### src/rtl/id_ex_pipe_stage.sv
`default_nettype none
// ============================================================================
//  Module   : id_ex_pipe_stage
//  Brief    : ID/EX pipeline register with a valid/ready handshake,
//             flush-to-bubble, an optional 2-entry skid buffer, and a
//             saturating stall-cycle counter for performance debug.
//  Revision : 1.0 - initial release
// ============================================================================
module id_ex_pipe_stage #(
   parameter int                DATA_W     = 160,
   parameter int                SKID       = 1,
   parameter logic [DATA_W-1:0] BUBBLE_VAL = '0,
   parameter int                CNT_W      = 16
) (
   input  logic              clk,
   input  logic              rst_n,        // active-high despite the name
   input  logic              in_valid,
   output logic              in_ready,
   input  logic [DATA_W-1:0] in_data,
   output logic              out_valid,
   input  logic              out_ready,
   output logic [DATA_W-1:0] out_data,
   input  logic              flush,
   input  logic              stall_cnt_clr,
   output logic [CNT_W-1:0]  stall_cnt
);

   localparam logic [CNT_W-1:0] c_cnt_max = {CNT_W{1'b1}};

   logic              w_out_valid;
   logic [DATA_W-1:0] w_out_data;
   logic              w_in_ready;

   generate
      if (SKID != 0) begin : g_skid
         // M is the register facing execute; S catches the beat that
         // arrives in the cycle execute first pushes back.
         logic              r_m_valid;
         logic [DATA_W-1:0] r_m_data;
         logic              r_s_valid;
         logic [DATA_W-1:0] r_s_data;
         logic              r_in_ready;
         logic              w_in_xfer;
         logic              w_out_xfer;

         assign w_in_xfer  = in_valid & r_in_ready;
         assign w_out_xfer = r_m_valid & out_ready;

         // Main/skid register update; flush beats every other event.
         always_ff @(posedge clk or posedge rst_n) begin
            if (rst_n) begin
               r_m_valid  <= 1'b0;
               r_m_data   <= BUBBLE_VAL;
               r_s_valid  <= 1'b0;
               r_s_data   <= BUBBLE_VAL;
               r_in_ready <= 1'b1;
            end else if (flush) begin
               r_m_valid  <= 1'b0;
               r_m_data   <= BUBBLE_VAL;
               r_s_valid  <= 1'b0;
               r_s_data   <= BUBBLE_VAL;
               r_in_ready <= 1'b1;
            end else if (w_out_xfer) begin
               if (r_s_valid) begin
                  // S is full so in_ready was low: no input beat can
                  // collide with the S->M move.
                  r_m_data   <= r_s_data;
                  r_s_valid  <= 1'b0;
                  r_in_ready <= 1'b1;
               end else if (w_in_xfer) begin
                  r_m_data <= in_data;
               end else begin
                  r_m_valid <= 1'b0;
               end
            end else if (w_in_xfer) begin
               if (!r_m_valid) begin
                  r_m_valid <= 1'b1;
                  r_m_data  <= in_data;
               end else begin
                  r_s_valid  <= 1'b1;
                  r_s_data   <= in_data;
                  r_in_ready <= 1'b0;
               end
            end
         end

         assign w_out_valid = r_m_valid;
         assign w_out_data  = r_m_data;
         assign w_in_ready  = r_in_ready;
      end else begin : g_noskid
         logic              r_valid;
         logic [DATA_W-1:0] r_data;
         logic              w_in_xfer;
         logic              w_out_xfer;

         assign w_in_ready = out_ready | ~r_valid;
         assign w_in_xfer  = in_valid & w_in_ready;
         assign w_out_xfer = r_valid & out_ready;

         // Single output register; data only loads on an accepted beat.
         always_ff @(posedge clk or posedge rst_n) begin
            if (rst_n) begin
               r_valid <= 1'b0;
               r_data  <= BUBBLE_VAL;
            end else if (flush) begin
               r_valid <= 1'b0;
               r_data  <= BUBBLE_VAL;
            end else if (w_in_xfer) begin
               r_valid <= 1'b1;
               r_data  <= in_data;
            end else if (w_out_xfer) begin
               r_valid <= 1'b0;
            end
         end

         assign w_out_valid = r_valid;
         assign w_out_data  = r_data;
      end
   endgenerate

   logic [CNT_W-1:0] r_stall_cnt;

   // Saturating count of cycles where execute holds off a valid beat.
   always_ff @(posedge clk or posedge rst_n) begin
      if (rst_n) begin
         r_stall_cnt <= '0;
      end else if (stall_cnt_clr) begin
         r_stall_cnt <= '0;
      end else if (w_out_valid && !out_ready && (r_stall_cnt != c_cnt_max)) begin
         r_stall_cnt <= r_stall_cnt + CNT_W'(1);
      end
   end

   assign in_ready  = w_in_ready;
   assign out_valid = w_out_valid;
   assign out_data  = w_out_data;
   assign stall_cnt = r_stall_cnt;

endmodule
`default_nettype wire

### config.mk
export PLATFORM = sky130hd
export DESIGN_NAME = id_ex_pipe_stage
export DESIGN_NICKNAME = d
export VERILOG_FILES = /design/src/rtl/id_ex_pipe_stage.sv
export SDC_FILE = /design/constraint.sdc
export NUM_CORES = 1
export LEC_CHECK = 0
export ABC_AREA = 1
export BUFFER_PORTS_ARGS = -buffer_cell sky130_fd_sc_hd__buf_2
export CAP_MARGIN = 10
export CORE_MARGIN = 1
export CORE_UTILIZATION = 49
export CTS_CLUSTER_DIAMETER = 120
export CTS_CLUSTER_SIZE = 20
export DETAILED_ROUTE_END_ITERATION = 16
export PLACE_DENSITY = 0.71
export SYNTH_ARGS = -nofsm -noshare
export SYNTH_HDL_FRONTEND = slang
export SYNTH_SLANG_ARGS = --single-unit
### constraint.sdc
create_clock -name clk -period 12.2 [get_ports clk]
set_input_delay 1.22 -clock clk [delete_from_list [all_inputs] [get_ports clk]]
set_output_delay 1.22 -clock clk [all_outputs]
set_load 0.02 [all_outputs]
Word level (Yosys, flattened, before mapping)
Cells that the tools add are included.
Operators by class
  equality and inequality tests: 6
  add/subtract/negate cells: 1
  bitwise logic cells: 2
  muxes and demuxes: 26
  reductions and logical operators: 14
Operators with widths (count)
  160-bit two-way mux: 10
  16-bit two-way mux: 2
  16-bit by 1-bit adder with 16-bit output, second input constant: 1
  16-bit inequality test, second input constant: 1
  1-bit two-way mux: 14
  3-bit AND reduction: 4
  3-bit inequality test, second input constant: 3
  3-bit nonzero test: 3
  2-bit nonzero test: 3
  3-bit by 2-bit inequality test with 1-bit output, second input constant: 1
  1-bit AND: 2
  1-bit logical AND: 2
  2-bit inequality test, second input constant: 1
  2-bit AND reduction: 1
  1-bit zero test: 1
Storage, ports and cells
  input bits: 166
  word-level logic and storage cells: 55
  output and inout port bits: 178
  register bits: 339

Longest topological paths before layout
  depth after elaboration: 5
  mapped depth: 10
  mapped depth without buffers: 9

Least setup slack after synthesis
OpenSTA, ideal clock, no wires.
  kind: input-to-reg
  start: input out_ready
  end: register g_skid.r_m_data[10], in the netlist out_data[10]
  stages on the path: 8
  buffers on the path: 3
  setup slack: 9.853 ns
  arrival time: 2.216 ns
  cell sequence: nand2_1 -> nand3_2 -> a21boi_2 -> buf_4 -> nand2_4 -> buf_4 -> buf_4 -> o22ai_2
Between the ends
  longest elaborated chain between the ends: 3
  elaborated cells on any way between the ends: 6
  classes of those cells: 1 x eq/ne; 2 x mux; 1 x bitwise; 2 x reduce/logical
Ends and longest elaborated chain
  from (decl): line 21  | input logic out_ready,
  1-bit AND *: line 47  | assign w_out_xfer = r_m_valid & out_ready;
  3-bit by 2-bit inequality test with 1-bit output (no source line) (tied with other cells)
  3-bit AND reduction (no source line) / 160-bit two-way mux (equally long branches)
  to (signal assigned): line 67  | r_m_data <= r_s_data;
  to (signal assigned): line 71  | r_m_data <= in_data;
  to (signal assigned): line 78  | r_m_data <= in_data;
  to (decl): line 39  | logic [DATA_W-1:0] r_m_data;
Every way passes the cells marked *; elsewhere a longest branch is shown, timed or not.
A chain may end at the register's enable or synchronous reset.

Worst setup path in the final report
  start: input out_ready
  end: register g_skid.r_m_data[48], in the netlist out_data[48]
The elaborated chain is that of the path after synthesis.

==> impl_metrics.csv <==
group,metric,value,unit
status,status,"finished clean",
yosys,synth-simple-area-share,0.112,
yosys,synth_compound_area_frac,0.209,
yosys,post_synth_mux_area_share,0,
critical_path,path_max_fanout,126,
placed_design,detailed_place_hpwl,23.7,mm
sta,final_max_slew_viol_count,0,
hold_path,hold_path_depth,2,
drt,drt.antenna.violating_nets,0,
clock_tree,cts.repair.resized,0,
critical_path,timing.critical_path.slowest_cell_delay,0.96,ns
power_and_ir_drop,power_density_of_the_placed_cells,134,mW/mm²
die,pin_count,344,
sta,setup_repair_after_global_routing_missed_its_margin,"no",
yosys,yosys_register_bits,339,
critical_path,timing_worst_setup_path_type,"input pin to flop",
critical_path,critical_path.reg2reg.startpoint,"out_valid",
global_routing,number_of_antenna_violations_at_the_first_check_in_global_routing,13,
sta,timing.clock.skew,0.0175,ns
die,vertical_die_dimension,179,µm
sta,clock.fmax,0.287,GHz
critical_path,timing.critical_path.buf_inv,3,
critical_path,cp.required,12.55,ns
layout,layout-area-overhead-vs-synth,15.7,%
drt,routed_wire_length_per_instance,15.8,µm
global_routing,globalRouteOverflowTotal,0,
power_and_ir_drop,leakage,8.30,nW
die,floorplan.die_area,0.0319,mm²
yosys,post_synth_fa_ha_maj_area_fraction,0.000820,
drt,avgViaCountPerCell,5.20,
critical_path,critical_path_arrival,3.84,ns
placed_design,final_estimated_routing_congestion_in_global_placement,0.843,
hold_path,worstHoldStart,"in_ready",
layout,filler_cell_count,2712,
clock_tree,cts-buffers-inserted,20,
sta,min_period,3.48,ns
sta,layout_worst_path_cycle_share,0.285,
layout,utilization_after_layout,0.577,
sta,relSlewSlack,0.271,
job,drv_cap,0,
clock_tree,clk_latency,0.52,ns
yosys,ys_warn_count,0,
hold_path,hold_path_end,"in_ready",
sta,final.setup.tns,0,ns
critical_path,path_delay_family,"buffers and inverters",
critical_path,crit-reg2reg-capture,"out_data[48]",
sta,final.setup.worst_slack,8.72,ns
yosys,synth_sequential_area_ratio,0.556,
yosys,largest_family_of_logic_cells_by_synthesized_area,"compound AO/OA/AOI/OAI gates",
drt,detail_route.first_pass.iterations,5,
clock_tree,cts.sinks,339,
layout,nNetsFinal,2161,
critical_path,depth_of_the_most_critical_reg_to_reg_path,7,
yosys,postSynthCellCount,1725,
die,rows,64,
placed_design,post-place-ws,8.22,ns
yosys,synth_area_in_xor_xnor,0.00229,
placed_design,port_buffers,343,
critical_path,worstPathCellList,"buf_2 > nand2_1 > nor2_4 > buf_4 > buf_4 > nand2_1 > o21ai_0 > o22ai_2",
die,core_area,0.0306,mm²
global_routing,vias_in_the_first_global_route,12100,
sta,final-hold-violation-count,0,
clock_tree,clock_tree.root_cell,"clkbuf_16",
clock_tree,clk_transition_reported_paths,0.08,ns
die,floorplan.initialDensity,0.499,
drt,vias,12500,
die,die_w,179,µm
power_and_ir_drop,irDropWorstVdd,0.116,mV
power_and_ir_drop,post-layout-total-power,2.37,mW
hold_path,hold_class,"flop to flop",
global_routing,largest_net_degree_at_the_start_of_global_routing,162,
drt,dr.first_iter.drc_count,878,
yosys,post_synthesis_net_count,1892,
global_routing,grt_first_pass_wirelength,61.0,mm
sta,setup-violations-final,0,
sta,actual_slew_at_the_worst_max_slew_pin,1.09,ns
yosys,synthDistinctLibCells,28,
clock_tree,cts.htree.levels,1,
layout,final_layout_size_suffix_gt1_frac,0.235,
drt,wirelength,38.1,mm
clock_tree,cts_tree,"done",
placed_design,dpl-instance-area,0.0171,mm²
critical_path,regToRegSetupSlack,9.07,ns
clock_tree,clock_path_buffers,3,
critical_path,cp-end-kind,"flop",
critical_path,critPathLaunchType,"input pin",
critical_path,library_cell_contributing_the_largest_single_delay_on_the_critical_path,"buf_4",
clock_tree,postCtsHoldBufs,0,
drt,detail_route.drc_violations,0,
global_routing,grt_use_total,0.238,
layout,postLayoutCellArea,0.0177,mm²
yosys,syn-mean-instance-area,8.85,µm²
clock_tree,post-cts-setup-buffers,0,
yosys,syn-cell-area,0.0153,mm²
## layer usage
metal  vias to the layer above  routed length (µm)  track usage  part of all wire
li1                       6020                   -            -                 -
met1                      5983               16200        0.315              0.42
met2                       413               18100        0.392              0.48
met3                        73                2590       0.0469             0.068
met4                        10                1150       0.0763             0.030
met5                         -                  65            0            0.0017
## Yosys cell counts, drive strengths merged
master | instances | share of area
a21boi | 1 | 0.00074
a21oi | 4 | 0.0013
buf | 60 | 0.024
clkbuf | 47 | 0.012
dfrtp | 338 | 0.55
dfstp | 1 | 0.0017
ha | 1 | 0.00082
inv | 342 | 0.084
nand2 | 386 | 0.095
nand3 | 21 | 0.0072
nand4 | 9 | 0.0037
nor2 | 20 | 0.0052
o21ai | 327 | 0.11
o21bai | 1 | 0.00049
o22ai | 159 | 0.098
o31ai | 2 | 0.00098
or2 | 2 | 0.00082
xor2 | 4 | 0.0023
## flip-flops by register name, indices dropped and copies added (netlist names)
register	cells
g_skid.r_s_data	160
g_skid.r_s_valid	1
in_ready	1
out_data	160
out_valid	1
stall_cnt	16
## worst max-delay path by stage
stage / startpoint / to / cells after the start
after floorplan: rst_n / g_skid.r_s_data[0] / 1
after global placement: out_ready / out_data[27] / 8
after detailed placement: out_ready / out_data[18] / 8
after CTS: out_ready / out_data[18] / 8
after global routing: out_ready / out_data[18] / 8
final: out_ready / out_data[48] / 8
## per-stage QoR
step | hold WS (ns) | std cells
floorplan | 0.478 | 1725
CTS | 0.475 | 2395
detailed placement | 0.462 | 2367
finish | 0.477 | 2405
global placement | 0.464 | 2367
global route | 0.497 | 2402
## layout by cell type, fill, tap and decap left out, types with 2 or more instances in the layout
cell,instances
o22ai_2,80
buf_4,9
nand2_1,384
a21oi_1,4
o22ai_1,79
xor2_1,4
nor2_1,18
o31ai_1,2
buf_2,343
nand3_1,20
diode_2,9
o21ai_0,326
inv_1,338
dfrtp_1,338
nand4_1,9
or2_2,2
clkbuf_16,21
clkbuf_1,7
inv_2,2
## layout make-up
| type | instances | area [µm²] | area share |
|---|---|---|---|
| Inverter | 342 | 1290 | 0.0733 |
| Multi-Input combinational cell | 937 | 4980 | 0.282 |
| Tap cell | 396 | 495 | 0.0281 |
| Sequential cell | 339 | 8480 | 0.480 |
| Clock buffer | 28 | 552 | 0.0312 |
| Timing Repair Buffer | 354 | 1830 | 0.104 |
| Antenna cell | 9 | 22.5 | 0.00128 |
## power by group
part	total, mW	switching (mW)	internal [mW]
Clock	0.678	0.364	0.315
Combinational	0.440	0.295	0.145
Sequential	1.25	0.0465	1.21
Total	2.37	0.705	1.67
## cell families (layout without fill, tap and decap cells)
family | Yosys count | after routing
flops | 339 | 339
compound gates | 494 | 494
other cells | 0 | 9
fa+ha+maj | 1 | 1
simple gates | 438 | 438
xor+xnor | 4 | 4
buf+inv | 449 | 724
## worst reg2reg max path: stages, from the launching register on
cell	delay, ns
dfrtp_1	0.41
nand2_1	0.18
nor2_4	0.13
buf_4	0.77
buf_4	1.03
nand2_1	0.17
o21ai_0	0.16
o22ai_2	0.12
No activity file was read; power rests on OpenSTA's default activity.
